$ cat config.mk
export PLATFORM = sky130hd
export DESIGN_NAME = demux_1x8_tdm_flat
export DESIGN_NICKNAME = d
export VERILOG_FILES = /design/src/rtl/demux_1x8_tdm_if.sv /design/src/rtl/demux_1x8_tdm.sv /design/src/flat_wrapper.sv
export SDC_FILE = /design/constraint.sdc
export NUM_CORES = 1
export LEC_CHECK = 0
export CAP_MARGIN = 40
export CORE_UTILIZATION = 45
export DETAILED_ROUTE_END_ITERATION = 8
export PLACE_DENSITY = 0.71
export REMOVE_ABC_BUFFERS = 1
export SLEW_MARGIN = 20
export SYNTH_ARGS = -nofsm -noshare
export SYNTH_HDL_FRONTEND = slang
export SYNTH_SLANG_ARGS = --single-unit
$ cat constraint.sdc
create_clock -name clk -period 3 [get_ports clk]
set_clock_uncertainty 0.15 [all_clocks]
set_input_delay 0.3 -clock clk [delete_from_list [all_inputs] [get_ports clk]]
set_output_delay 0.3 -clock clk [all_outputs]
set_load 0.03 [all_outputs]
$ cat src/rtl/demux_1x8_tdm_if.sv
// Bus bundle for demux_1x8_tdm: serial input qualifiers plus registered parallel word and status.
// frame_err exists only when FRAME_ERR_EN is defined.
interface demux_1x8_tdm_if;
    logic d;
    logic valid;
    logic sync;
    logic y0, y1, y2, y3, y4, y5, y6, y7;
    logic s2, s1, s0;
    logic frame_valid;
    logic busy;
`ifdef FRAME_ERR_EN
    logic frame_err;
`endif

    modport master (
        output d, valid, sync,
        input  y0, y1, y2, y3, y4, y5, y6, y7, s2, s1, s0, frame_valid, busy
`ifdef FRAME_ERR_EN
        , input frame_err
`endif
    );

    modport slave (
        input  d, valid, sync,
        output y0, y1, y2, y3, y4, y5, y6, y7, s2, s1, s0, frame_valid, busy
`ifdef FRAME_ERR_EN
        , output frame_err
`endif
    );
endinterface

$ cat src/rtl/demux_1x8_tdm.sv
// 1-to-8 TDM demultiplexer: collects eight qualified serial bits after a frame sync and
// publishes them together. Optional restart pulse output enabled by FRAME_ERR_EN.
module demux_1x8_tdm #(
    parameter bit MSB_FIRST = 1'b0
) (
    input logic            clk,
    input logic            rst,
    demux_1x8_tdm_if.slave bus
);

    typedef enum logic [0:0] {StIdle, StFill} state_e;

    state_e     state_q, state_d;
    logic [2:0] cnt_q, cnt_d;
    logic [7:0] shadow_q, shadow_d;
    logic [7:0] y_q, y_d;
    logic       frame_valid_q, frame_valid_d;
    logic [7:0] frame_in;
    logic [7:0] frame_out;
`ifdef FRAME_ERR_EN
    logic       frame_err_q, frame_err_d;
`endif

    // Completed word as seen on the final edge: slot 7 comes straight from d.
    always_comb begin
        frame_in = {bus.d, shadow_q[6:0]};
        for (int k = 0; k < 8; k++) begin
            frame_out[k] = MSB_FIRST ? frame_in[7-k] : frame_in[k];
        end
    end

    always_comb begin
        state_d       = state_q;
        cnt_d         = cnt_q;
        shadow_d      = shadow_q;
        y_d           = y_q;
        frame_valid_d = 1'b0;
`ifdef FRAME_ERR_EN
        frame_err_d   = 1'b0;
`endif
        unique case (state_q)
            StIdle: begin
                if (bus.valid && bus.sync) begin
                    shadow_d    = 8'h00;
                    shadow_d[0] = bus.d;
                    cnt_d       = 3'd1;
                    state_d     = StFill;
                end
            end
            StFill: begin
                if (bus.valid) begin
                    if (bus.sync) begin
                        // Restart: drop the partial frame, this bit becomes slot 0.
                        shadow_d    = 8'h00;
                        shadow_d[0] = bus.d;
                        cnt_d       = 3'd1;
`ifdef FRAME_ERR_EN
                        frame_err_d = 1'b1;
`endif
                    end else if (cnt_q == 3'd7) begin
                        shadow_d      = frame_in;
                        y_d           = frame_out;
                        frame_valid_d = 1'b1;
                        cnt_d         = 3'd0;
                        state_d       = StIdle;
                    end else begin
                        shadow_d[cnt_q] = bus.d;
                        cnt_d           = cnt_q + 3'd1;
                    end
                end
            end
            default: state_d = StIdle;
        endcase
    end

    always_ff @(posedge clk) begin
        if (rst) begin
            state_q       <= StIdle;
            cnt_q         <= 3'd0;
            shadow_q      <= 8'h00;
            y_q           <= 8'h00;
            frame_valid_q <= 1'b0;
`ifdef FRAME_ERR_EN
            frame_err_q   <= 1'b0;
`endif
        end else begin
            state_q       <= state_d;
            cnt_q         <= cnt_d;
            shadow_q      <= shadow_d;
            y_q           <= y_d;
            frame_valid_q <= frame_valid_d;
`ifdef FRAME_ERR_EN
            frame_err_q   <= frame_err_d;
`endif
        end
    end

    assign bus.y0          = y_q[0];
    assign bus.y1          = y_q[1];
    assign bus.y2          = y_q[2];
    assign bus.y3          = y_q[3];
    assign bus.y4          = y_q[4];
    assign bus.y5          = y_q[5];
    assign bus.y6          = y_q[6];
    assign bus.y7          = y_q[7];
    assign bus.s2          = cnt_q[2];
    assign bus.s1          = cnt_q[1];
    assign bus.s0          = cnt_q[0];
    assign bus.frame_valid = frame_valid_q;
    assign bus.busy        = (state_q == StFill);
`ifdef FRAME_ERR_EN
    assign bus.frame_err   = frame_err_q;
`endif

endmodule

$ cat src/flat_wrapper.sv
// flat-port wrapper written by rule: the top's interface ports become plain ports
module demux_1x8_tdm_flat 
#(
    parameter bit MSB_FIRST = 1'b0
)
  (clk, rst, bus_d, bus_valid, bus_sync, bus_y0, bus_y1, bus_y2, bus_y3, bus_y4, bus_y5, bus_y6, bus_y7, bus_s2, bus_s1, bus_s0, bus_frame_valid, bus_busy);
  demux_1x8_tdm_if bus_i ();
  input logic clk;
  input logic rst;
  input wire logic [$bits(bus_i.d)-1:0] bus_d;
  input wire logic [$bits(bus_i.valid)-1:0] bus_valid;
  input wire logic [$bits(bus_i.sync)-1:0] bus_sync;
  output wire logic [$bits(bus_i.y0)-1:0] bus_y0;
  output wire logic [$bits(bus_i.y1)-1:0] bus_y1;
  output wire logic [$bits(bus_i.y2)-1:0] bus_y2;
  output wire logic [$bits(bus_i.y3)-1:0] bus_y3;
  output wire logic [$bits(bus_i.y4)-1:0] bus_y4;
  output wire logic [$bits(bus_i.y5)-1:0] bus_y5;
  output wire logic [$bits(bus_i.y6)-1:0] bus_y6;
  output wire logic [$bits(bus_i.y7)-1:0] bus_y7;
  output wire logic [$bits(bus_i.s2)-1:0] bus_s2;
  output wire logic [$bits(bus_i.s1)-1:0] bus_s1;
  output wire logic [$bits(bus_i.s0)-1:0] bus_s0;
  output wire logic [$bits(bus_i.frame_valid)-1:0] bus_frame_valid;
  output wire logic [$bits(bus_i.busy)-1:0] bus_busy;
  assign bus_i.d = bus_d;
  assign bus_i.valid = bus_valid;
  assign bus_i.sync = bus_sync;
  assign bus_y0 = bus_i.y0;
  assign bus_y1 = bus_i.y1;
  assign bus_y2 = bus_i.y2;
  assign bus_y3 = bus_i.y3;
  assign bus_y4 = bus_i.y4;
  assign bus_y5 = bus_i.y5;
  assign bus_y6 = bus_i.y6;
  assign bus_y7 = bus_i.y7;
  assign bus_s2 = bus_i.s2;
  assign bus_s1 = bus_i.s1;
  assign bus_s0 = bus_i.s0;
  assign bus_frame_valid = bus_i.frame_valid;
  assign bus_busy = bus_i.busy;
  demux_1x8_tdm #(.MSB_FIRST(MSB_FIRST)) u_core (.clk(clk), .rst(rst), .bus(bus_i));
endmodule
==> results of run 1 <==
-- power groups by stage --
stage	Clock [W]	Sequential, W	Combinational, W
after detailed placement	0	0.000281	0.0000473
after floorplan	0	0.000284	0.0000219
after global placement	0	0.000281	0.0000465
final	0.000218	0.000276	0.0000477
after CTS	0.000224	0.000275	0.0000475
after global routing	0.000237	0.000277	0.0000524
-- through the flow --
| stage | worst slack [ps] | power, W | cells | utilization | instance area (um^2) |
|---|---|---|---|---|---|
| after CTS | 531 | 0.000547 | 154 | 0.598 | 1200 |
| after detailed placement | 555 | 0.000329 | 150 | 0.572 | 1140 |
| final | 544 | 0.000541 | 154 | 0.598 | 1200 |
| after global placement | 678 | 0.000327 | 150 | 0.572 | 1140 |
| after floorplan | 619 | 0.000306 | 105 | - | 933 |
| after global routing | 408 | 0.000566 | 154 | 0.598 | 1200 |
-- registers in the layout, summed over array words and instances, names as in the netlist --
name                    flops
u_core.bus.busy             1
u_core.bus.frame_valid      1
u_core.cnt_q                3
u_core.shadow_q             7
u_core.y_q                  8
-- cells by family (layout without fill, tap and decap cells) --
group,after synthesis,in the layout,synth area share
compound gates,28,28,0.202
fa+ha+maj,3,3,0.0385
buf+inv,16,29,0.0693
flops,20,20,0.411
mux,1,1,0.0103
simple gates,46,46,0.270
-- placed cells by master, fill, tap and decap left out, types with 3 or more instances in the layout --
master                            netlist  layout
sky130_fd_sc_hd__ha_1                   3       3
sky130_fd_sc_hd__nand2_1               21      21
sky130_fd_sc_hd__a21oi_1               10      10
sky130_fd_sc_hd__a22oi_1                6       6
sky130_fd_sc_hd__clkbuf_4               0       3
sky130_fd_sc_hd__o32ai_1                3       3
sky130_fd_sc_hd__nand3b_1               4       4
sky130_fd_sc_hd__nor3b_1                3       3
sky130_fd_sc_hd__inv_1                  7       7
sky130_fd_sc_hd__dfxtp_1               20      20
sky130_fd_sc_hd__nor2_1                 4       4
sky130_fd_sc_hd__clkdlybuf4s50_1        0      17
sky130_fd_sc_hd__a32o_1                 3       3
-- final cells by class --
type                            instances  share of cell area
Inverter                                7              0.0219
Sequential cell                        20               0.334
Tap cell                               27              0.0282
Clock buffer                            3              0.0188
Multi-Input combinational cell         78               0.423
Timing Repair Buffer                   18               0.148
Clock inverter                          1              0.0251
-- metal layers --
layer | wire length (um) | GRT usage | vias to the layer above
met1 | 881 | 0.237 | 389
met4 | 27 | 0.0637 | 0
met5 | 0 | 0 | -
met3 | 97 | 0.0409 | 6
met2 | 949 | 0.312 | 23
li1 | - | - | 434
-- worst min path at each step --
stage | end | cells past startpoint
2_1_floorplan | u_core.cnt_q[0] | 1
6_report | u_core.y_q[4] | 2
4_1_cts | u_core.y_q[3] | 2
3_5_place_dp | u_core.y_q[3] | 2
3_3_place_gp | u_core.y_q[0] | 2
5_1_grt | u_core.y_q[5] | 2
-- critical path, stage by stage (launching register included) --
cell	delay, ps
sky130_fd_sc_hd__dfxtp_1	460
sky130_fd_sc_hd__ha_1	290
sky130_fd_sc_hd__ha_1	260
sky130_fd_sc_hd__or4b_4	560
sky130_fd_sc_hd__or3_4	400
sky130_fd_sc_hd__o32ai_1	250
==> flow_summary.json, run 1 <==
{
  "critical_path.startpoint_type": "flop",
  "worst_setup_hold_path_clk_slew_ps": 110,
  "drt_iter0_markers": 26,
  "synth_enable_flop_cells": 0,
  "share_of_the_clock_period_used_by_the_worst_path": 0.819,
  "syn-instance-count": 114,
  "globalRouteTotalUtil": 0.187,
  "first_pass_grt_wire_length_mm": 3.47,
  "required_time_of_the_critical_path_ps": 3050,
  "synth_async_sr_flop_share": 0,
  "clock_insertion_delay_worst_skew_ps": 300,
  "antenna_violating_nets_remaining": 0,
  "routedWlPerCell_um": 12.7,
  "synth.ff_latch_count": 20,
  "route.detailed.vias_per_inst": 5.53,
  "ctsRootBufferMaster": "sky130_fd_sc_hd__clkbuf_4",
  "place.detailed.hpwl_mm": 1.40,
  "die_h_um": 48.5,
  "pin_count_of_the_biggest_net_entering_global_routing": 17,
  "max_slew.worst_pin.slew_ps": 537,
  "cts_sinks": 20,
  "top_level_ports": 18,
  "postCtsSetupBuffers": 0,
  "mappedNetlistArea_um2": 975,
  "routabilityCongestion": 0.753,
  "worst_setup_path_end_kind": "flop",
  "rows": 16,
  "net_switching_power_of_the_design_w": 0.000115,
  "critPathLaunch": "u_core.cnt_q[0]",
  "power.switching_fraction": 0.213,
  "worstReg2RegStart": "u_core.cnt_q[0]",
  "post_cts_resize_count": 0,
  "worst_setup_path_endpoint": "u_core.shadow_q[5]",
  "rsz0062_at_grt": "false",
  "cap_violations": 0,
  "cts_max_level": 1,
  "fillerInstances": 201,
  "timing.critical_path.fanout_max": 15,
  "clockBufferDepth": 2,
  "port-buffer-count": 17,
  "floorplan.initialDensity": 0.487,
  "first_global_vias": 791,
  "dieArea_um2": 2360,
  "multi_input_comb_area_um2": 507,
  "status": "finished clean",
  "wirelength_mm": 1.96,
  "die_width_um": 48.5,
  "via_count": 852,
  "timing.final.setup_violations": 0,
  "drc": 0,
  "power.combinational.fraction": 0.088,
  "power_frac_seq": 0.510,
  "vdd_ir_drop_max_v": 0.000227,
  "power.static_leakage_nw": 0.416,
  "area_growth_syn_to_layout_pct": 22.8,
  "ys_top_cells_by_count": "21 x sky130_fd_sc_hd__nand2_1, 20 x sky130_fd_sc_hd__dfxtp_1, 10 x sky130_fd_sc_hd__a21oi_1, 8 x sky130_fd_sc_hd__clkbuf_1, 7 x sky130_fd_sc_hd__inv_1",
  "postCtsHoldBufs": 0,
  "ff2ff_setup_slack_ps": 540,
  "holdWs_ps": 306,
  "p_int_w": 0.000426,
  "hp-class": "flop to flop",
  "number_of_buffers_created_by_cts": 3,
  "drt-pass1-iter-count": 4,
  "timing.final.max_slew_violations": 0,
  "coreArea_um2": 2000,
  "cts_tree": "done",
  "fmax_mhz": 407,
  "nets_finish": 136,
  "crit_type": "flop to flop",
  "yosys.area.top_type_share": 0.411,
  "ys_seq_area_frac": 0.411,
  "yosysWarningCount": 0,
  "drive_gt1_frac": 0.0709,
  "final_critical_path_time_including_i_o_delays_and_setup_ps": 2460,
  "grt_overflow": 0,
  "largest_cells_by_area_after_synthesis": "sky130_fd_sc_hd__dfxtp_1 41%, sky130_fd_sc_hd__nand2_1 8.1%, sky130_fd_sc_hd__a21oi_1 5.1%",
  "synth.largest_area_cell": "sky130_fd_sc_hd__dfxtp_1",
  "register_area_um2": 400,
  "yosys_most_used_dff": "sky130_fd_sc_hd__dfxtp_1",
  "ff2ff_path_depth": 5,
  "final.setup.tns_ps": 0,
  "distinct_cells_synth": 27,
  "hold_viol_final": 0,
  "max_slew_margin": 0.637,
  "power_density_nw_per_um2": 452,
  "timing.critical_path.arrival_ps": 2510,
  "top_count_cell_post_synth": "sky130_fd_sc_hd__nand2_1",
  "antenna_violations_before_repair": 0,
  "hold_start": "u_core.shadow_q[4]",
  "syn_avg_cell_area_um2": 8.55,
  "clkPwrFrac": 0.402,
  "critical_path.reg2reg.endpoint": "u_core.shadow_q[5]",
  "antenna-diode-count": 0
}
Power figures use the tool's default switching activity.
==> inputs of run 2 (changes only) <==
==> constraint.sdc (replaced) <==
create_clock -name clk -period 2.3 [get_ports clk]
set_clock_uncertainty 0.15 [all_clocks]
set_input_delay 0.23 -clock clk [delete_from_list [all_inputs] [get_ports clk]]
set_output_delay 0.23 -clock clk [all_outputs]
set_load 0.03 [all_outputs]
==> flow_summary.json, run 2 (same netlist as run 1, synthesis figures left out) <==
{
  "status": "finished clean",
  "crit_type": "flop to flop",
  "place.detailed.hpwl_mm": 1.47,
  "timing.final.max_slew_violations": 0,
  "antenna-diode-count": 0,
  "final_cell_mix": "21 x sky130_fd_sc_hd__nand2_1, 20 x sky130_fd_sc_hd__dfxtp_1, 17 x sky130_fd_sc_hd__clkdlybuf4s50_1",
  "cts_tree": "done",
  "grt_overflow": 0,
  "fillerInstances": 184,
  "clkPwrFrac": 0.325,
  "share_of_the_clock_period_used_by_the_worst_path": 0.935,
  "timing.critical_path.fanout_max": 4,
  "placed_cells": 157,
  "dpl_cell_area_um2": 1200,
  "power_frac_seq": 0.554,
  "worst_setup_hold_path_clk_slew_ps": 120,
  "timing.critical_path.cells": "ha_1, ha_1, or4b_4, or3_4, o32ai_1",
  "clock_insertion_delay_worst_skew_ps": 300,
  "drt-pass1-iter-count": 4,
  "coreArea_um2": 2000,
  "post-layout-total-power_w": 0.000635,
  "pin_count_of_the_biggest_net_entering_global_routing": 17,
  "required_time_of_the_critical_path_ps": 2360,
  "cp_slowest_cell": "sky130_fd_sc_hd__or4b_4",
  "ff2ff_path_depth": 5,
  "worst_setup_path_endpoint": "u_core.shadow_q[6]",
  "number_of_buffers_created_by_cts": 3,
  "layoutNonFillerInstCount": 161,
  "drive_gt1_frac": 0.119,
  "globalRouteTotalUtil": 0.195,
  "critical_path.startpoint_type": "flop",
  "die_width_um": 48.5,
  "route.detailed.vias_per_inst": 5.55,
  "floorplan.initialDensity": 0.487,
  "power_density_nw_per_um2": 515,
  "vdd_ir_drop_max_v": 0.000249,
  "final_critical_path_time_including_i_o_delays_and_setup_ps": 2150,
  "p_int_w": 0.000481,
  "routabilityCongestion": 0.722,
  "global_route.usage.met3": 0.0314,
  "postCtsSetupBuffers": 0,
  "nets_finish": 143,
  "worst_setup_path_end_kind": "flop",
  "max_slew.worst_pin.slew_ps": 535,
  "rows": 16,
  "antenna_violations_before_repair": 0,
  "ctsRootBufferMaster": "sky130_fd_sc_hd__clkbuf_4",
  "cpPeakStageDelay_ps": 540,
  "routedWlPerCell_um": 12.7,
  "critical_path.reg2reg.endpoint": "u_core.shadow_q[6]",
  "rsz0062_at_grt": "false",
  "cts_max_level": 1,
  "max_slew_margin": 0.638,
  "cts_sinks": 20,
  "hold_start": "u_core.shadow_q[5]",
  "multi_input_comb_area_um2": 507,
  "pre_cts_ws_ps": 170,
  "grt_use_met1": 0.228,
  "dieArea_um2": 2360,
  "cap_violations": 0,
  "power.static_leakage_nw": 0.446,
  "power.switching_fraction": 0.243,
  "grtUsageMet2": 0.357,
  "register_area_um2": 400,
  "drt_iter0_markers": 19,
  "worst_path_most_repeated_cell": "sky130_fd_sc_hd__ha_1",
  "hold_viol_final": 0,
  "area_growth_syn_to_layout_pct": 26.6,
  "commonest_non_fill_non_tap_cell_in_the_layout": "sky130_fd_sc_hd__nand2_1",
  "post_cts_resize_count": 0,
  "minimum_setup_slack_in_the_final_design_ps": 150,
  "largest_reg_flops": 8,
  "drc": 0,
  "port-buffer-count": 17,
  "top_level_ports": 18,
  "net_switching_power_of_the_design_w": 0.000154,
  "global_route.peak_usage_layer": "met2",
  "die_h_um": 48.5,
  "post-route-cell-area_um2": 1230,
  "fmax_mhz": 465,
  "timing.critical_path.arrival_ps": 2210,
  "holdWs_ps": 310,
  "wirelength_mm": 2.05,
  "ff2ff_setup_slack_ps": 150,
  "critPathLaunch": "u_core.cnt_q[0]",
  "antenna_violating_nets_remaining": 0,
  "first_pass_grt_wire_length_mm": 3.58,
  "worstReg2RegStart": "u_core.cnt_q[0]",
  "power.combinational.fraction": 0.121,
  "largestRegisters": "u_core.y_q x8, u_core.shadow_q x7, u_core.cnt_q x3",
  "postCtsHoldBufs": 0,
  "timing.final.setup_violations": 0,
  "first_global_vias": 825,
  "clockBufferDepth": 2,
  "largest-register": "u_core.y_q",
  "via_count": 894,
  "hp-class": "flop to flop"
}
## run 2: cell types whose count changed in the layout (fill, tap and decap cells not counted), sizes merged
cell    change
buf         +7
clkbuf      +1
bufinv      -1
## run 2: routing by layer
metal	vias to the layer above	routed length (um)
met5	-	0
li1	452	-
met4	0	12
met1	422	969
met2	18	998
met3	2	70
## run 2: critical path: cells and delay by family, from the launching register on
| kind | cells | cell delay [ps] |
|---|---|---|
| and+or+nand+nor | 2 | 930 |
| DFF | 1 | 330 |
| adders and majority gates | 2 | 410 |
| AOI/OAI and AO/OA | 1 | 240 |
## run 2: final cells by class
| cell class | count | share of cell area |
|---|---|---|
| inverters | 7 | 0.0213 |
| clock buffers | 4 | 0.0294 |
| multi-input cells | 78 | 0.411 |
| repair buffers | 25 | 0.187 |
| flip-flops and latches | 20 | 0.325 |
| well taps | 27 | 0.0274 |
## run 2: power by group through the flow
stage / clock [W] / sequential, W / combinational, W
after floorplan: 0 / 0.000370 / 0.0000285
after global placement: 0 / 0.000360 / 0.0000747
after detailed placement: 0 / 0.000360 / 0.0000755
after CTS: 0.000209 / 0.000352 / 0.0000763
after global routing: 0.000221 / 0.000353 / 0.0000842
final: 0.000206 / 0.000352 / 0.0000769
## run 2: how the worst min path moves through the flow
stage / endpoint / slack, ps / cells after the start
after global placement: u_core.y_q[0] / 290 / 2
after floorplan: u_core.cnt_q[0] / 150 / 1
after detailed placement: u_core.y_q[6] / 290 / 2
final: u_core.y_q[5] / 310 / 2
after global routing: u_core.y_q[6] / 330 / 2
after CTS: u_core.y_q[6] / 310 / 2
## run 2: through the flow
step	util	setup TNS, ps
after floorplan	-	-242
after global placement	0.598	0
after detailed placement	0.598	0
after CTS	0.616	0
after global routing	0.616	0
final	0.616	0
==> inputs of run 3 (changes only) <==
--- a/config.mk
+++ b/config.mk
@@ -5,6 +5,7 @@
 export SDC_FILE = /design/constraint.sdc
 export NUM_CORES = 1
 export LEC_CHECK = 0
+export ABC_CLOCK_PERIOD_IN_PS = 2300
 export CAP_MARGIN = 40
 export CORE_UTILIZATION = 45
 export DETAILED_ROUTE_END_ITERATION = 8
==> results of run 3 <==
Same layout as run 2: the final DEF is identical, and so are final timing and power.
